==> config.mk <==
export PLATFORM = sky130hd
export DESIGN_NAME = regfile_nport
export DESIGN_NICKNAME = d
export VERILOG_FILES = /design/src/rtl/regfile_nport_pkg.sv /design/src/rtl/regfile_nport_dff_nbit.sv /design/src/rtl/regfile_nport.sv
export SDC_FILE = /design/constraint.sdc
export NUM_CORES = 1
export LEC_CHECK = 0
export CAP_MARGIN = 20
export CELL_PAD_IN_SITES_DETAIL_PLACEMENT = 0
export CELL_PAD_IN_SITES_GLOBAL_PLACEMENT = 1
export CORE_MARGIN = 1
export CORE_UTILIZATION = 30
export CTS_BUF_LIST = sky130_fd_sc_hd__clkbuf_4
export DETAILED_ROUTE_END_ITERATION = 16
export PLACE_DENSITY_LB_ADDON = 0.1
export RECOVER_POWER = 25
export SLEW_MARGIN = 15
export SYNTH_ARGS = -nofsm -noshare
export SYNTH_HDL_FRONTEND = slang
export SYNTH_SLANG_ARGS = --single-unit
==> constraint.sdc <==
create_clock -name CLK -period 3.7 [get_ports CLK]
set_clock_uncertainty 0.05 [all_clocks]
set_input_delay 0.925 -clock CLK [delete_from_list [all_inputs] [get_ports CLK]]
set_output_delay 0.925 -clock CLK [all_outputs]
set_load 0.005 [all_outputs]
==> src/rtl/regfile_nport_pkg.sv <==
// Shared constants for the register file: datapath width, default depth and the hardwired-zero index.
package regfile_nport_pkg;
    localparam int XLEN      = 16;
    localparam int DEF_DEPTH = 8;
    localparam int REG_ZERO  = 0;
endpackage

==> src/rtl/regfile_nport_dff_nbit.sv <==
// One stored word: per-byte write enables and synchronous active-high clear.
// Single-cycle update; reset wins over any byte write in the same cycle.
module regfile_nport_dff_nbit
    import regfile_nport_pkg::*;
#(
    parameter int WIDTH = XLEN
) (
    input  logic                 CLK,
    input  logic                 RST,
    input  logic [WIDTH/8-1:0]   WE,
    input  logic [WIDTH-1:0]     D,
    output logic [WIDTH-1:0]     Q
);
    localparam int NB = WIDTH / 8;

    always_ff @(posedge CLK) begin
        if (RST) begin
            Q <= '0;
        end else begin
            for (int i = 0; i < NB; i++) begin
                if (WE[i]) Q[8*i +: 8] <= D[8*i +: 8];
            end
        end
    end
endmodule

==> src/rtl/regfile_nport.sv <==
// DEPTH x WIDTH register file: one byte-enabled write port, NUM_RD combinational read ports.
// Reads are zero-latency; optional same-cycle write-to-read bypass is suppressed during reset.
module regfile_nport
    import regfile_nport_pkg::*;
#(
    parameter int WIDTH   = XLEN,
    parameter int DEPTH   = DEF_DEPTH,
    parameter int NUM_RD  = 2,
    parameter int ZERO_R0 = 1,
    parameter int BYPASS  = 1
) (
    input  logic                      CLK,
    input  logic                      RST,
    input  logic                      WE,
    input  logic [$clog2(DEPTH)-1:0]  WADDR,
    input  logic [WIDTH-1:0]          WDATA,
    input  logic [WIDTH/8-1:0]        WBE,
    input  logic [NUM_RD*$clog2(DEPTH)-1:0] RADDR,
    output logic [NUM_RD*WIDTH-1:0]   RDATA
);
    localparam int AW = $clog2(DEPTH);
    localparam int NB = WIDTH / 8;

    logic [WIDTH-1:0] mem [DEPTH];

    for (genvar k = 0; k < DEPTH; k++) begin : g_word
        if (ZERO_R0 != 0 && k == REG_ZERO) begin : g_zero
            assign mem[k] = '0;
        end else begin : g_store
            logic [NB-1:0] byte_we;
            // WE gates everything first so X on WADDR/WBE cannot reach the storage while idle.
            assign byte_we = {NB{WE && (WADDR == AW'(k))}} & WBE;

            regfile_nport_dff_nbit #(.WIDTH(WIDTH)) u_word (
                .CLK (CLK),
                .RST (RST),
                .WE  (byte_we),
                .D   (WDATA),
                .Q   (mem[k])
            );
        end
    end

    for (genvar p = 0; p < NUM_RD; p++) begin : g_rd
        logic [AW-1:0]    raddr;
        logic [WIDTH-1:0] stored;
        logic [WIDTH-1:0] merged;
        logic             is_zero;
        logic             hit;

        assign raddr   = RADDR[p*AW +: AW];
        assign stored  = mem[raddr];
        assign is_zero = (ZERO_R0 != 0) && (raddr == AW'(REG_ZERO));
        assign hit     = (BYPASS != 0) && WE && !RST && (raddr == WADDR) && !is_zero;

        for (genvar i = 0; i < NB; i++) begin : g_byte
            assign merged[8*i +: 8] = WBE[i] ? WDATA[8*i +: 8] : stored[8*i +: 8];
        end

        assign RDATA[p*WIDTH +: WIDTH] = is_zero ? '0 : (hit ? merged : stored);
    end
endmodule
# Word level (Yosys, flattened, before mapping)
# Index checks and enable logic that the tools add are counted.
[op_classes]
muxes = 14
reduce_logical = 17
n_bitwise = 9
n_eq_ne = 9
magnitude_cmp = 2
[op_table]
columns = ["operator", "n"]
rows = [
  ["16-bit 2-to-1 mux", 8],
  ["16-bit binary-select mux with 3-bit select", 2],
  ["8-bit 2-to-1 mux", 4],
  ["2-bit AND", 7],
  ["3-bit equality test, second input constant", 4],
  ["1-bit logical AND", 12],
  ["4-bit greater-or-equal comparator, second input constant", 2],
  ["3-bit inverter with 4-bit output", 2],
  ["3-bit by 2-bit equality test with 1-bit output, second input constant", 2],
  ["3-bit equality test", 2],
  ["3-bit zero test", 2],
  ["3-bit by 1-bit equality test with 1-bit output, second input constant", 1],
  ["1-bit zero test", 3],
]
[word_totals]
in_bits = 30
regBits = 112
elab_cells = 65
output_inout_bits = 32

# Logic depth before layout (Yosys ltp)
# Gate-level depths: netlist of the first run.
[logic_depth]
depth_word = 7
depth_mapped = 7
ltp_nobuf = 4

# Cells and area by module
# A second synthesis of the first run with hierarchy kept.
[hier_totals]
hier_cells = 634
area_unflattened_um2 = 6381.1
[by_module_without_submodules]
columns = ["mod", "seq_area_each_um2", "n_inst", "area_each_um2", "cells_per_inst"]
rows = [
  ["regfile_nport_dff_nbit", 320.3, 7, 579.3, 52],
  ["regfile_nport", 0.0, 1, 2326.0, 270],
]

# Least setup slack after synthesis of the first run
# No wires, ideal clock.
[synth_path]
path_type = "input port to output port"
start = "input RADDR[5]"
end = "output RDATA[23]"
cell_stages = 5
arrival_time_ns = 2.141
n_path_buf = 2
slack_ns = 0.584
required_ns = 2.725
cell_sequence = "buf_2 buf_4 mux2_2 a221o_1 mux2_2"
[synth_between]
elab_chain_cells = 7
elab_cells_between_ends = 12
cone_classes = "eq/ne: 1; mux: 6; bitwise: 1; reduce/logical: 4"
[synth_lines]
columns = ["item", "line_no", "text"]
rows = [
  ["start, declared", "regfile_nport.sv:18", "input logic [NUM_RD*$clog2(DEPTH)-1:0] RADDR,"],
  ["3-bit inverter with 4-bit output (not written as such)", "regfile_nport.sv:52", "assign stored = mem[raddr];"],
  ["16-bit binary-select mux with 3-bit select", "regfile_nport.sv:52", ""],
  ["16-bit 2-to-1 mux (not written as such) (2 in a row)", "regfile_nport.sv:52", ""],
  ["8-bit 2-to-1 mux", "regfile_nport.sv:57", "assign merged[8*i +: 8] = WBE[i] ? WDATA[8*i +: 8] : stored[8*i +: 8];"],
  ["16-bit 2-to-1 mux", "regfile_nport.sv:60", "assign RDATA[p*WIDTH +: WIDTH] = is_zero ? '0 : (hit ? merged : stored);"],
  ["16-bit 2-to-1 mux (*)", "regfile_nport.sv:60", ""],
  ["end, declared", "regfile_nport.sv:19", "output logic [NUM_RD*WIDTH-1:0] RDATA"],
]
# Every way passes the cells marked *; elsewhere a longest branch is shown, timed or not. The select of a mux whose other input is x is not followed.

# Worst setup path after layout of the first run
[layout_path]
start = "input RADDR[1]"
end = "output RDATA[11]"
# The elaborated chain is that of the path after synthesis.

==> metrics list, run 1 <==
- Worst reg2reg path depth: 2
- FF-to-FF setup slack: 2.88 ns
- After clock tree synthesis, the clock-pin slew on the worst setup and hold paths is 0.18 ns.
- Utilization of the core after routing: 0.395
* Final count of negative-setup-slack endpoints: 0
- Crit Reg-Reg Startpoint: g_word[6].g_store.u_word.Q[11]
* Top cells by area, synth: sky130_fd_sc_hd__dfxtp_1, sky130_fd_sc_hd__mux2i_1, sky130_fd_sc_hd__mux2_2
- Kind of launch point of the worst setup path: input pin
* Syn_area_per_cell: 9.04 µm²
- Internal Pwr Total: 0.00165 W
- Worst path required time: 2.72 ns
- Post-synthesis instance area: 6500 µm²
- For this run, the number of Yosys warnings is 0.
- Unique masters post-synth: 36
- Number of placed I/O pins: 62
- Hold Path Origin: g_word[2].g_store.u_word.Q[14]
- Maximum Capacitance Violations: 0
* Proportion of netlist area held by the largest area contributor: 0.345
* Register area share after synthesis: 0.345
- The number of antenna violations at the first check in global routing was 1.
- Power spread over the standard cell area amounts to 283 nW/µm².
- Share of cells above drive strength 1: 0.254
* Largest fanout on the critical path: 7
- Among all flip-flop cells after synthesis, the most frequent one is sky130_fd_sc_hd__dfxtp_1.
- Status: complete, no violations
- The first global-routing pass estimated 37.3 mm of wire.
* Post-synthesis sequential element count: 112
- For the pin with the worst max-slew slack, the measured transition is 1.31 ns.
* Critical path capture point type: primary output
* Async set or reset register ratio after synthesis: 0
- The count of buffers added on input and output ports is 61.
* Total global-route track usage: 0.229
- Layout overhead on the synthesized area: 28.4%
- Total wirelength of the detailed-routed design: 25.3 mm
* Routed len/inst: 23.2 µm
- In this run the clock root is driven by a sky130_fd_sc_hd__clkbuf_4.
- Number of flops mapped to enable cells by yosys: 0
- Starting DRC count in detailed routing: 424
- Final Hold Violating Endpoints: 0
* Delay-heaviest family, CP: buffers and inverters
- The largest registers in the layout are g_word.g_store.u_word.Q: 112 flops.
* RSZ-0062 raised after global routing: yes
- Arrival time worst endpoint: 2.72 ns
- The register with the most flip-flops in the layout has 112 of them.
- In this run the deepest clock path goes through 2 buffers.
- Count of filler cells inserted in the layout: 2133
- Counting every net in the synthesized netlist gives 749.
- Leading cell types in the layout, fill and taps excluded: sky130_fd_sc_hd__dfxtp_1, sky130_fd_sc_hd__mux2i_1, sky130_fd_sc_hd__nand2_1
- TritonCTS Sinks: 112
* Portion of the clock cycle consumed by the worst path in the final layout: 0.998
* Max stage delay on crit path: 0.45 ns
* Number of search-and-repair iterations in the first detailed-routing pass: 5
- Leakage power of the design: 3.46 nW
* Via count of the first global-routing pass: 5866
- The die covers 22300 µm².
* Count of standard-cell rows: 53
- The wire-length estimate of the detail-placed layout is 16.5 mm.
- Measured along the y axis, the die boundary spans 149 µm.
- The routed layout has 5986 vias.
* Most common cell after layout, fill and taps aside: sky130_fd_sc_hd__dfxtp_1
- Derived from the worst setup path, the maximum achievable clock frequency is 0.271 GHz.
* Deepest level of the CTS H-tree: 3
* Area of all sequential standard cells: 2240 µm²
* Hold buffers post-CTS: 0
- Cells traversed along the worst timing path: buf_2, bufbuf_16, nand2b_4, buf_12, o22ai_1, a221o_1, mux2_2, clkdlybuf4s50_1
- Of the total power, the share spent switching nets is 0.301.
- Non-filler cells in the finished layout: 1091
* Placed cells: 1053
- In this run the remaining antenna-violating nets after routing total 0.
- Worst hold path class: flip-flop to flip-flop
* Pins Over Slew Limit: 0
- Entering global routing, the biggest net connects 58 pins.
- Vias per cell: 5.49
- Fraction of power consumed by combinational cells: 0.191
* Relative slew slack: 0.125
- Of the total power, the clock network draws 0.287.
* Cells after Synth: 719
- Initial cell density of the core: 0.307
- Most flop-heavy register: g_word.g_store.u_word.Q
- Highest-delay cell along the critical path: sky130_fd_sc_hd__clkdlybuf4s50_1
* Worst voltage drop across the vdd grid: 139 µV
- The clock reaches the later pin of the worst-skew pair after 0.49 ns.
* Power consumption: 0.00236 W
- The worst hold path terminates at g_word[2].g_store.u_word.Q[14].
- Routability-driven placement finished with a final weighted congestion of 0.828.
- Sequential share of power: 0.523
- From left edge to right edge, the die measures 149 µm.
* TritonCTS Buffers: 9
- Placeable core area: 21200 µm²
- DRC violations left: 0
- TritonCTS clock tree: yes
- Summed over all layers, the global routing overflow is 0.
* Fin crit period: 3.69 ns
- Min setup slack post-route: 0.00763 ns
- Timing analysis after detailed placement gives a worst setup slack of -0.487 ns.
- The multi-input combinational cells in the finished layout cover a total of 3950 µm².
- Depth of the worst hold-timing path: 2
- sky130_fd_sc_hd__dfxtp_1 takes more of the synthesized area than any other cell.
- In this run the power spent charging and discharging nets is 0.000711 W.
* CP Buf/Inv Count: 4
* Worst R2R End: g_word[6].g_store.u_word.Q[11]
- Crit Path Class: input pin to primary output
* Layout Nets: 839
-- synthesized netlist by cell type, drive strengths merged, types with 2 or more instances --
cell	count
a221o	31
mux2	64
clkbuf	34
mux2i	110
o22ai	31
nor3	4
inv	2
buf	40
dfxtp	112
nand2	73
nor2b	2
nor3b	2
xnor2	3
o21ai	48
or3	2
nor2	57
nand3	19
o2111ai	2
a21oi	65
nand2b	8
and2	2
-- cell type report --
type,instances,share of cell area
multi-input combinational,531,0.473
sequential,112,0.269
timing repair buffer,153,0.197
tap,275,0.0412
clock buffer,10,0.00899
clock inverter,6,0.00899
inverter,2,0.000899
antenna,2,0.000599
-- worst reg2reg max path, delay by kind of cell, from the launching register on --
kind | cells | cell delay, ns
flops | 1 | 0.38
compound gates | 2 | 0.31
-- worst max path at each step --
stage          startpoint   endpoint  slack, ns  depth (start not counted)
6_report         RADDR[1]  RDATA[11]      0.008                          8
5_1_grt          RADDR[2]  RDATA[15]      -0.04                          8
4_1_cts          RADDR[2]  RDATA[11]      -0.01                          8
3_5_place_dp           WE   RDATA[6]      -0.49                          6
3_3_place_gp     WADDR[2]  RDATA[29]      -0.45                          7
2_1_floorplan    RADDR[5]  RDATA[23]       0.58                          5
-- metal layers --
metal | track usage | up-vias | share of wire
met5 | 0 | - | 0
met1 | 0.330 | 2986 | 0.48
met4 | 0.0480 | 0 | 0.011
met2 | 0.354 | 191 | 0.45
li1 | - | 2792 | -
met3 | 0.0398 | 17 | 0.060
-- through the flow --
stage	setup TNS, ns	cell area (µm²)	hold slack [ns]
final	0	8350	0.440
after global routing	-0.0941	8350	0.460
after CTS	-0.0265	8270	0.437
after detailed placement	-13.93	7780	0.416
after global placement	-12.47	7780	0.407
after floorplan	0	6500	0.398
-- cell families after synthesis --
family | Yosys count | synth area share
AOI/OAI and AO/OA | 180 | 0.173
muxes | 175 | 0.284
and+or+nand+nor | 173 | 0.126
DFF | 112 | 0.345
buffers and inverters | 76 | 0.0668
xor gates and xnor gates | 3 | 0.00520
-- power by group through the flow --
stage / logic [W] / clock network, W / registers (W)
after floorplan: 0.000211 / 0 / 0.00126
after global placement: 0.000392 / 0 / 0.00126
after detailed placement: 0.000393 / 0 / 0.00126
after CTS: 0.000438 / 0.000699 / 0.00123
after global routing: 0.000471 / 0.000754 / 0.00124
final: 0.000451 / 0.000677 / 0.00123
-- repair_timing --
item	CTS	global route
resized for setup	70	19
endpoints found under the setup margin	32	19
pin swaps	8	4
setup buffers	10	4
gates cloned	5	1
Note: power is estimated with default switching activity, not from simulation.
==> run 2, diff against run 1 <==
--- a/config.mk
+++ b/config.mk
@@ -17,4 +17,5 @@
 export SLEW_MARGIN = 15
 export SYNTH_ARGS = -nofsm -noshare
 export SYNTH_HDL_FRONTEND = slang
+export SYNTH_HIERARCHICAL = 1
 export SYNTH_SLANG_ARGS = --single-unit
==> run 2 against run 1 <==
  * Total power fell by 4.8%
  * Worst setup slack better by 0.039 ns
  * Critical endpoint is now RDATA[14]
  * Sequential power about the same
  * Hold slack better by 0.051 ns
  * Clock-buffer cell count down 1
  * Synthesized area decreased by 1.8%
  * Flip-flop and latch count unchanged
  * Fmax is 1.1% higher
  * Clock power is 3% lower
  * Critical path type unchanged
  * Final cell count down 5.8%
  * Highest routed layer unchanged
==> metrics list, run 2 <==
* Floorplan die area: 21900 µm² (-1.8%)
- The quantity of I/O buffers inserted on ports came to 61 (unchanged).
- Placer's final routability congestion estimate: 0.779 (-5.9%)
* Total global-route track usage: 0.200 (-0.0294)
- The startpoint identified for the worst hold timing path is g_word[5].g_store.u_word/Q[10].
- Yosys warning count: 6 (+6)
- Post-detail-place hpwl: 14.5 mm (-12%)
- The count of clock tree sinks was 112 (unchanged).
- The sequential-to-total area share from yosys stat is 0.351 (+0.00649).
- The summed negative setup slack over all endpoints came to 0 ns (unchanged).
- Number of flops mapped to enable cells by yosys: 0 (unchanged)
- The synthesized netlist cell count is 634 (-12%).
- The register with the most flip-flops in the final layout is g_word.g_store.u_word/Q.
- TritonCTS built the clock tree.
* Die outline width: 148 µm (-0.91%)
- The number of max-slew violations in the final report was 0 (unchanged).
- Reg clk slew, reported paths: 0.19 ns (about the same)
* Unique masters post-synth: 35 (-2.8%)
* DRC violations left: 0 (unchanged)
* Post-synthesis instance area: 6380 µm² (-1.8%)
* Total wirelength of the detailed-routed design: 21.0 mm (-17%)
* Pre-CTS WS: -0.670 ns (-0.183 ns)
* Initial cell density of the core: 0.310 (+0.00304)
* Top cells by area, synth: sky130_fd_sc_hd__dfxtp_1, sky130_fd_sc_hd__mux2i_1, sky130_fd_sc_hd__mux2_2
- The transition time of the tightest slew-check pin came to 1.22 ns (-0.0907 ns).
- The data arrival time of the critical path was 2.68 ns (-0.04 ns).
* Maximum Capacitance Violations: 0 (unchanged)
- Syn Nets: 664 (-11%)
- Largest fanout on the critical path: 6 (-1)
- Deepest level of the CTS H-tree: 3 (unchanged)
- The layout net count was 781 (-6.9%).
- STA classifies the critical path endpoint as a primary output.
- The post-synthesis mux area share is 0.384 (+0.101).
- The deepest clock path buffer count came to 2 (unchanged).
- The flip-flop count of the largest register after layout was 112 (unchanged).
- After synthesis, the largest family of logic cells by area is multiplexers.
- Congestion Overflow GR: 0 (unchanged)
- TritonCTS Buffers: 9 (unchanged)
* Clk Latency, worst-skew pair: 0.49 ns (about the same)
* Fin crit period: 3.65 ns (-0.0394 ns)
* Status: complete, no violations
- The synthesized area divided by synthesized cell count is 10.1 µm² (+11%).
* Hold Slack: 0.491 ns (+0.0514 ns)
* Routed len/inst: 20.5 µm (-12%)
* Layout overhead on the synthesized area: 23.2%
- The number of cell rows was 52 (-1.9%).
- The delay of the slowest critical-path stage came to 0.54 ns (+0.09 ns).
- The relative slew slack came to 0.186 (+0.0604).
* Remaining number of nets flagged by the antenna check after routing: 0 (unchanged)
- The die height came to 148 µm (-0.91%).
- Highest-delay cell along the critical path: sky130_fd_sc_hd__or4_4
* Crit Reg-Reg Startpoint: g_word[5].g_store.u_word/Q[6]
* Min setup slack post-route: 0.0470 ns (+0.0394 ns)
- In this run the worst setup path begins at RADDR[2].
- Portion of the clock cycle consumed by the worst path in the final layout: 0.987 (-0.0106)
* Placeable core area: 20600 µm² (-2.8%)
* Largest area contributor in the synthesized netlist: sky130_fd_sc_hd__dfxtp_1
* Number of search-and-repair iterations in the first detailed-routing pass: 4 (-1)
- The largest net degree at the start of global routing came to 58 (unchanged).
* Biggest regs: g_word.g_store.u_word/Q: 112 flops
* Power consumption: 0.00225 W (-4.8%)
- Share of cells above drive strength 1: 0.280 (+0.0261)
- Commonest cells in the netlist: sky130_fd_sc_hd__mux2i_1, sky130_fd_sc_hd__nor2_1, sky130_fd_sc_hd__dfxtp_1, sky130_fd_sc_hd__mux2_2, sky130_fd_sc_hd__buf_6
* Post-synthesis compound-gate area fraction: 0.0802 (-0.0930)
* Number of placed I/O pins: 62 (unchanged)
- Leading cell types in the layout, fill and taps excluded: sky130_fd_sc_hd__mux2i_1, sky130_fd_sc_hd__nor2_1, sky130_fd_sc_hd__dfxtp_1
- The total count of hold-check failures in the final report came to 0 (unchanged).
- The required time at the endpoint of the critical path came to 2.72 ns (about the same).
- Traced cell by cell, the critical path runs through clkbuf_4, xor2_1, or4_4, or2_4, mux2_4, dlygate4sd2_1.
- The wire length of the first global-routing pass was 32.6 mm (-13%).
- The proportion of netlist area held by the largest area contributor is 0.351 (+0.00649).
- The filler-free cell count of the finished design is 1028 (-5.8%).
* XOR/XNOR share of the synthesized area: 0.00824 (+0.00304)
* Via count of the first global-routing pass: 5422 (-7.6%)
- Crit Path Class: input pin to primary output
- Vias per cell: 5.08 (-7.5%)
- Starting DRC count in detailed routing: 209 (-51%)
- Placed cells: 992 (-5.8%)
* Area of the multi-input gates: 3780 µm² (-4.4%)
- The length in cells of the worst reg-to-reg path was 2 (unchanged).
- Area of all sequential standard cells: 2240 µm² (unchanged)
- The cell area power density is 286 nW/µm² (+1.1%).
* Arithmetic-cell share of the synthesized area counting full adders, half adders and majority gates: 0 (unchanged)
- The cell sitting at the root of the clock tree is a sky130_fd_sc_hd__clkbuf_4.
- The register bit total from synthesis came to 112 (unchanged).
- Final count of negative-setup-slack endpoints: 0 (unchanged)
* Depth of the worst hold-timing path: 2 (unchanged)
- RSZ-0062 raised after global routing: no
* Top achievable clock speed: 0.274 GHz (+1.1%)
- The most common cell in the synthesized netlist is sky130_fd_sc_hd__mux2i_1.
- The fraction of the mapped netlist area in simple logic gates came to 0.110 (-0.0159).
- Async set or reset register ratio after synthesis: 0 (unchanged)
- Kind of launch point of the worst setup path: input pin
- The most used flip-flop cell after synthesis is sky130_fd_sc_hd__dfxtp_1.
- The min-delay analysis places its worst path in the category flip-flop to flip-flop.
* Antenna violations before repair: 2 (+1)
- Leakage power of the design: 3.04 nW (-12%)
- The filler cell count in the final layout was 2166 (+1.5%).
- Most common cell after layout, fill and taps aside: sky130_fd_sc_hd__mux2i_1
- Worst voltage drop across the vdd grid: 158 µV (+14%)
- The overall via count from detail_route was 5220 (-13%).
## run 2: changes by cell type in the layout (fill, tap and decap cells not counted), sizes merged, moves of 8 or more
cell,change
a32oi,+13
nand2,-60
o22ai,-16
buf,+21
clkbuf,+9
mux2i,+51
mux2,-10
nor2,+68
a221o,-16
mux4,+8
o21ai,-47
nand3,-13
clkdlybuf4s50,-8
a21oi,-63
## run 2: per-stage QoR
step | util | area (µm²)
after floorplan | - | 6380
after CTS | 0.386 | 7930
after global routing | 0.382 | 7860
final | 0.382 | 7860
after global placement | 0.371 | 7630
after detailed placement | 0.371 | 7630
## run 2: cells by family after synthesis
| kind of cell | after synthesis |
|---|---|
| AOI/OAI and AO/OA | 64 |
| DFF | 112 |
| and+or+nand+nor | 170 |
| xor gates and xnor gates | 6 |
| buffers and inverters | 58 |
| muxes | 224 |
## run 2: critical path, delay by kind of cell
kind          cells  cell delay, ns
xor+xnor          1            0.16
mux               1            0.31
buf+inv           2            0.40
simple gates      2            0.88
## run 2: what timing repair did
action / in CTS / in global routing
setup buffers: 18 / 1
hold buffers: 0 / 0
setup endpoints to repair: 32 / 22
pin swaps: 7 / 6
resized for setup: 93 / 34
## run 2: power breakdown
part | internal, W | switching, W
registers | 0.00122 | 0.0000113
clock network | 0.000213 | 0.000445
logic | 0.000163 | 0.000193
## run 2: per-layer routing
metal | wire length (µm) | part of all wire | GRT usage | vias to the layer above
met1 | 9450 | 0.45 | 0.253 | 2544
met3 | 1030 | 0.049 | 0.0370 | 18
met4 | 348 | 0.017 | 0.0649 | 0
met5 | 0 | 0 | 0 | -
met2 | 10200 | 0.48 | 0.341 | 119
li1 | - | - | - | 2539
## run 2: worst paths after layout
kind / end / slack (ns)
setup / recovery: RDATA[14] / 0.05
hold / removal: g_word[5].g_store.u_word/Q[10] / 0.49
setup reg to reg: g_word[5].g_store.u_word/Q[6] / 2.95
hold reg to reg: g_word[5].g_store.u_word/Q[10] / 0.49
## run 2: layout make-up
cell class                 count  area share
multi-input combinational    464       0.481
clock buffer                   9     0.00860
inverter                       1    0.000478
clock inverter                 7     0.00987
timing repair buffer         163       0.171
tap                          270      0.0430
antenna                        2    0.000637
sequential                   112       0.285
==> run 3, diff against run 2 <==
--- a/config.mk
+++ b/config.mk
@@ -5,6 +5,7 @@
 export SDC_FILE = /design/constraint.sdc
 export NUM_CORES = 1
 export LEC_CHECK = 0
+export ABC_AREA = 0
 export CAP_MARGIN = 20
 export CELL_PAD_IN_SITES_DETAIL_PLACEMENT = 0
 export CELL_PAD_IN_SITES_GLOBAL_PLACEMENT = 1
@@ -12,6 +13,7 @@
 export CORE_UTILIZATION = 30
 export CTS_BUF_LIST = sky130_fd_sc_hd__clkbuf_4
 export DETAILED_ROUTE_END_ITERATION = 16
+export DONT_BUFFER_PORTS = 1
 export PLACE_DENSITY_LB_ADDON = 0.1
 export RECOVER_POWER = 25
 export SLEW_MARGIN = 15
==> run 3 against run 2 <==
  * Worst setup slack improved by 0.16 ns
  * Final cell count is 13% lower
  * Critical path depth fell by 1
  * Flip-flop and latch count unchanged
  * Sequential power about the same
  * Non-clock buffer count is 133 lower
  * Largest power group unchanged
  * Highest routed layer unchanged
==> metrics list, run 3 (same netlist as run 2, synthesis figures left out) <==
- Measured slew at the worst slew-check pin: 0.927 ns (-0.294 ns)
* Worst voltage drop across the vdd grid: 136 µV (-14%)
- Maximum Capacitance Violations: 0 (unchanged)
- Via count: 4806 (-7.9%)
* Remaining number of nets flagged by the antenna check after routing: 0 (unchanged)
* Worst hold path class: input pin to flip-flop
- Post-detail-place hpwl: 13.2 mm (-8.7%)
- DRC violations left: 0 (unchanged)
* Layout Nets: 648 (-17%)
* Top achievable clock speed: 0.286 GHz (+4.7%)
* Count of filler cells inserted in the layout: 2185 (+0.88%)
- Critical path capture point type: primary output
- The sequential cell area came to 2240 µm² (unchanged).
* Most flop-heavy register: g_word.g_store.u_word/Q
* Total wirelength of the detailed-routed design: 20.3 mm (-3.6%)
* Pins Over Slew Limit: 0 (unchanged)
- The count of clock tree sinks is 112 (unchanged).
* Number of placed I/O pins: 62 (unchanged)
* Total global-route track usage: 0.193 (-0.00660)
- Layout overhead on the synthesized area: 4.14%
* Crit Path Class: input pin to primary output
- Area of the multi-input gates: 3730 µm² (-1.3%)
- Min setup slack post-route: 0.209 ns (+0.162 ns)
* Fin crit period: 3.49 ns (-0.162 ns)
- The initial detailed-routing violation count is 240 (+15%).
* Max reg flops: 112 (unchanged)
- The clock-pin slew on the worst setup and hold paths is 0.17 ns (-0.02 ns).
- Share of cells above drive strength 1: 0.169 (-0.112)
- The count of H-tree levels built during CTS was 3 (unchanged).
* Count of standard-cell rows: 52 (unchanged)
- The number of post-CTS setup repair buffers was 0 (-18).
- Routed len/inst: 22.7 µm (+11%)
- In the final layout, the registers with the most flip-flops are g_word.g_store.u_word/Q: 112 flops.
- The maximum fanout along the worst path was 58 (+52).
* Initial cell density of the core: 0.310 (unchanged)
* Portion of the clock cycle consumed by the worst path in the final layout: 0.943 (-0.0439)
- The worst slack at placement is 0.237 ns (+0.908 ns).
- Vert. Die Dim: 148 µm (unchanged)
- The cts-stage hold buffer count is 0 (unchanged).
* Floorplan die area: 21900 µm² (unchanged)
- Antenna violations before repair: 1 (-1)
- In this run the clock root is driven by a sky130_fd_sc_hd__clkbuf_4.
* Via count of the first global-routing pass: 5052 (-6.8%)
* Leading cell types in the layout, fill and taps excluded: sky130_fd_sc_hd__mux2i_1, sky130_fd_sc_hd__nor2_1, sky130_fd_sc_hd__dfxtp_1
- Maximum number of pins on one net before global-route repair: 114 (+97%)
- Leakage power of the design: 2.31 nW (-24%)
- The share of the core filled with cells in the final layout was 0.323 (-0.0591).
* Kind of launch point of the worst setup path: input pin
- The standard cell core area is 20600 µm² (unchanged).
- Congestion Overflow GR: 0 (unchanged)
* Die outline width: 148 µm (unchanged)
- Worst path required time: 2.72 ns (about the same)
- The summed negative setup slack over all endpoints was 0 ns (unchanged).
* TritonCTS clock tree: yes
- Number of search-and-repair iterations in the first detailed-routing pass: 4 (unchanged)
* Number of port buffers: 0 (-100%)
* Global-route wire length before repair: 31.2 mm (-4.2%)
* RSZ-0062 raised after global routing: no
- The total count of hold-check failures in the final report came to 0 (unchanged).
- Clk Latency, worst-skew pair: 0.49 ns (about the same)
* Placer's final routability congestion estimate: 0.784 (+0.65%)
- Hold Slack: 0.467 ns (-0.0244 ns)
- The library cell used most frequently in the layout, excluding fill and tap cells, is sky130_fd_sc_hd__mux2i_1.
- The average via count per standard cell is 5.37 (+5.8%).
- The clock buffer count from CTS came to 9 (unchanged).
- Arrival time worst endpoint: 2.52 ns (-0.16 ns)
- Final count of negative-setup-slack endpoints: 0 (unchanged)
- The relative slew slack is 0.382 (+0.196).
- Status: complete, no violations
* Post-cts gate resize count: 0 (-100%)
- The deepest clock path buffer count came to 2 (unchanged).
* Power Density: 299 nW/µm² (+4.7%)
-- run 3: layout make-up --
class | instances | area share
diodes | 2 | 0.000753
clock buffers | 9 | 0.0102
clock inverters | 7 | 0.00828
inverters | 1 | 0.000565
multi-input cells | 464 | 0.561
flip-flops and latches | 112 | 0.337
well taps | 270 | 0.0508
repair buffers | 30 | 0.0305
-- run 3: worst max-delay path, stage by stage --
cell                     delay, ns
sky130_fd_sc_hd__xor2_1       0.14
sky130_fd_sc_hd__or4_1        0.63
sky130_fd_sc_hd__or2_1        0.27
sky130_fd_sc_hd__buf_4        0.20
sky130_fd_sc_hd__mux2_4       0.32
-- run 3: metal layers --
layer / share of wire / GRT usage / routed length, µm / up-vias
met5: 0 / 0 / 0 / -
met4: 0.025 / 0.0639 / 517 / 0
met3: 0.040 / 0.0380 / 821 / 33
met2: 0.48 / 0.327 / 9750 / 121
met1: 0.45 / 0.244 / 9210 / 2386
li1: - / - / - / 2266
-- run 3: metrics by stage --
| stage | total power (W) | cell area [µm²] | cells |
|---|---|---|---|
| finish | 0.00199 | 6650 | 895 |
| global route | 0.00209 | 6650 | 895 |
| CTS | 0.00203 | 6670 | 893 |
| detailed placement | 0.00142 | 6550 | 877 |
| global placement | 0.00142 | 6550 | 877 |
| floorplan | 0.00143 | 6380 | 634 |
-- run 3: worst paths after layout --
path / slack, ns / startpoint / to / depth (start not counted)
max: 0.21 / RADDR[2] / RDATA[14] / 5
min: 0.47 / RST / g_word[6].g_store.u_word/Q[5] / 1
max reg2reg: 3.00 / g_word[3].g_store.u_word/Q[7] / g_word[3].g_store.u_word/Q[7] / 2
min reg2reg: 0.49 / g_word[5].g_store.u_word/Q[13] / g_word[5].g_store.u_word/Q[13] / 2
-- run 3: where the power goes --
part           internal [W]  switching, W
registers           0.00122     0.0000115
clock network      0.000144      0.000449
logic             0.0000809     0.0000812
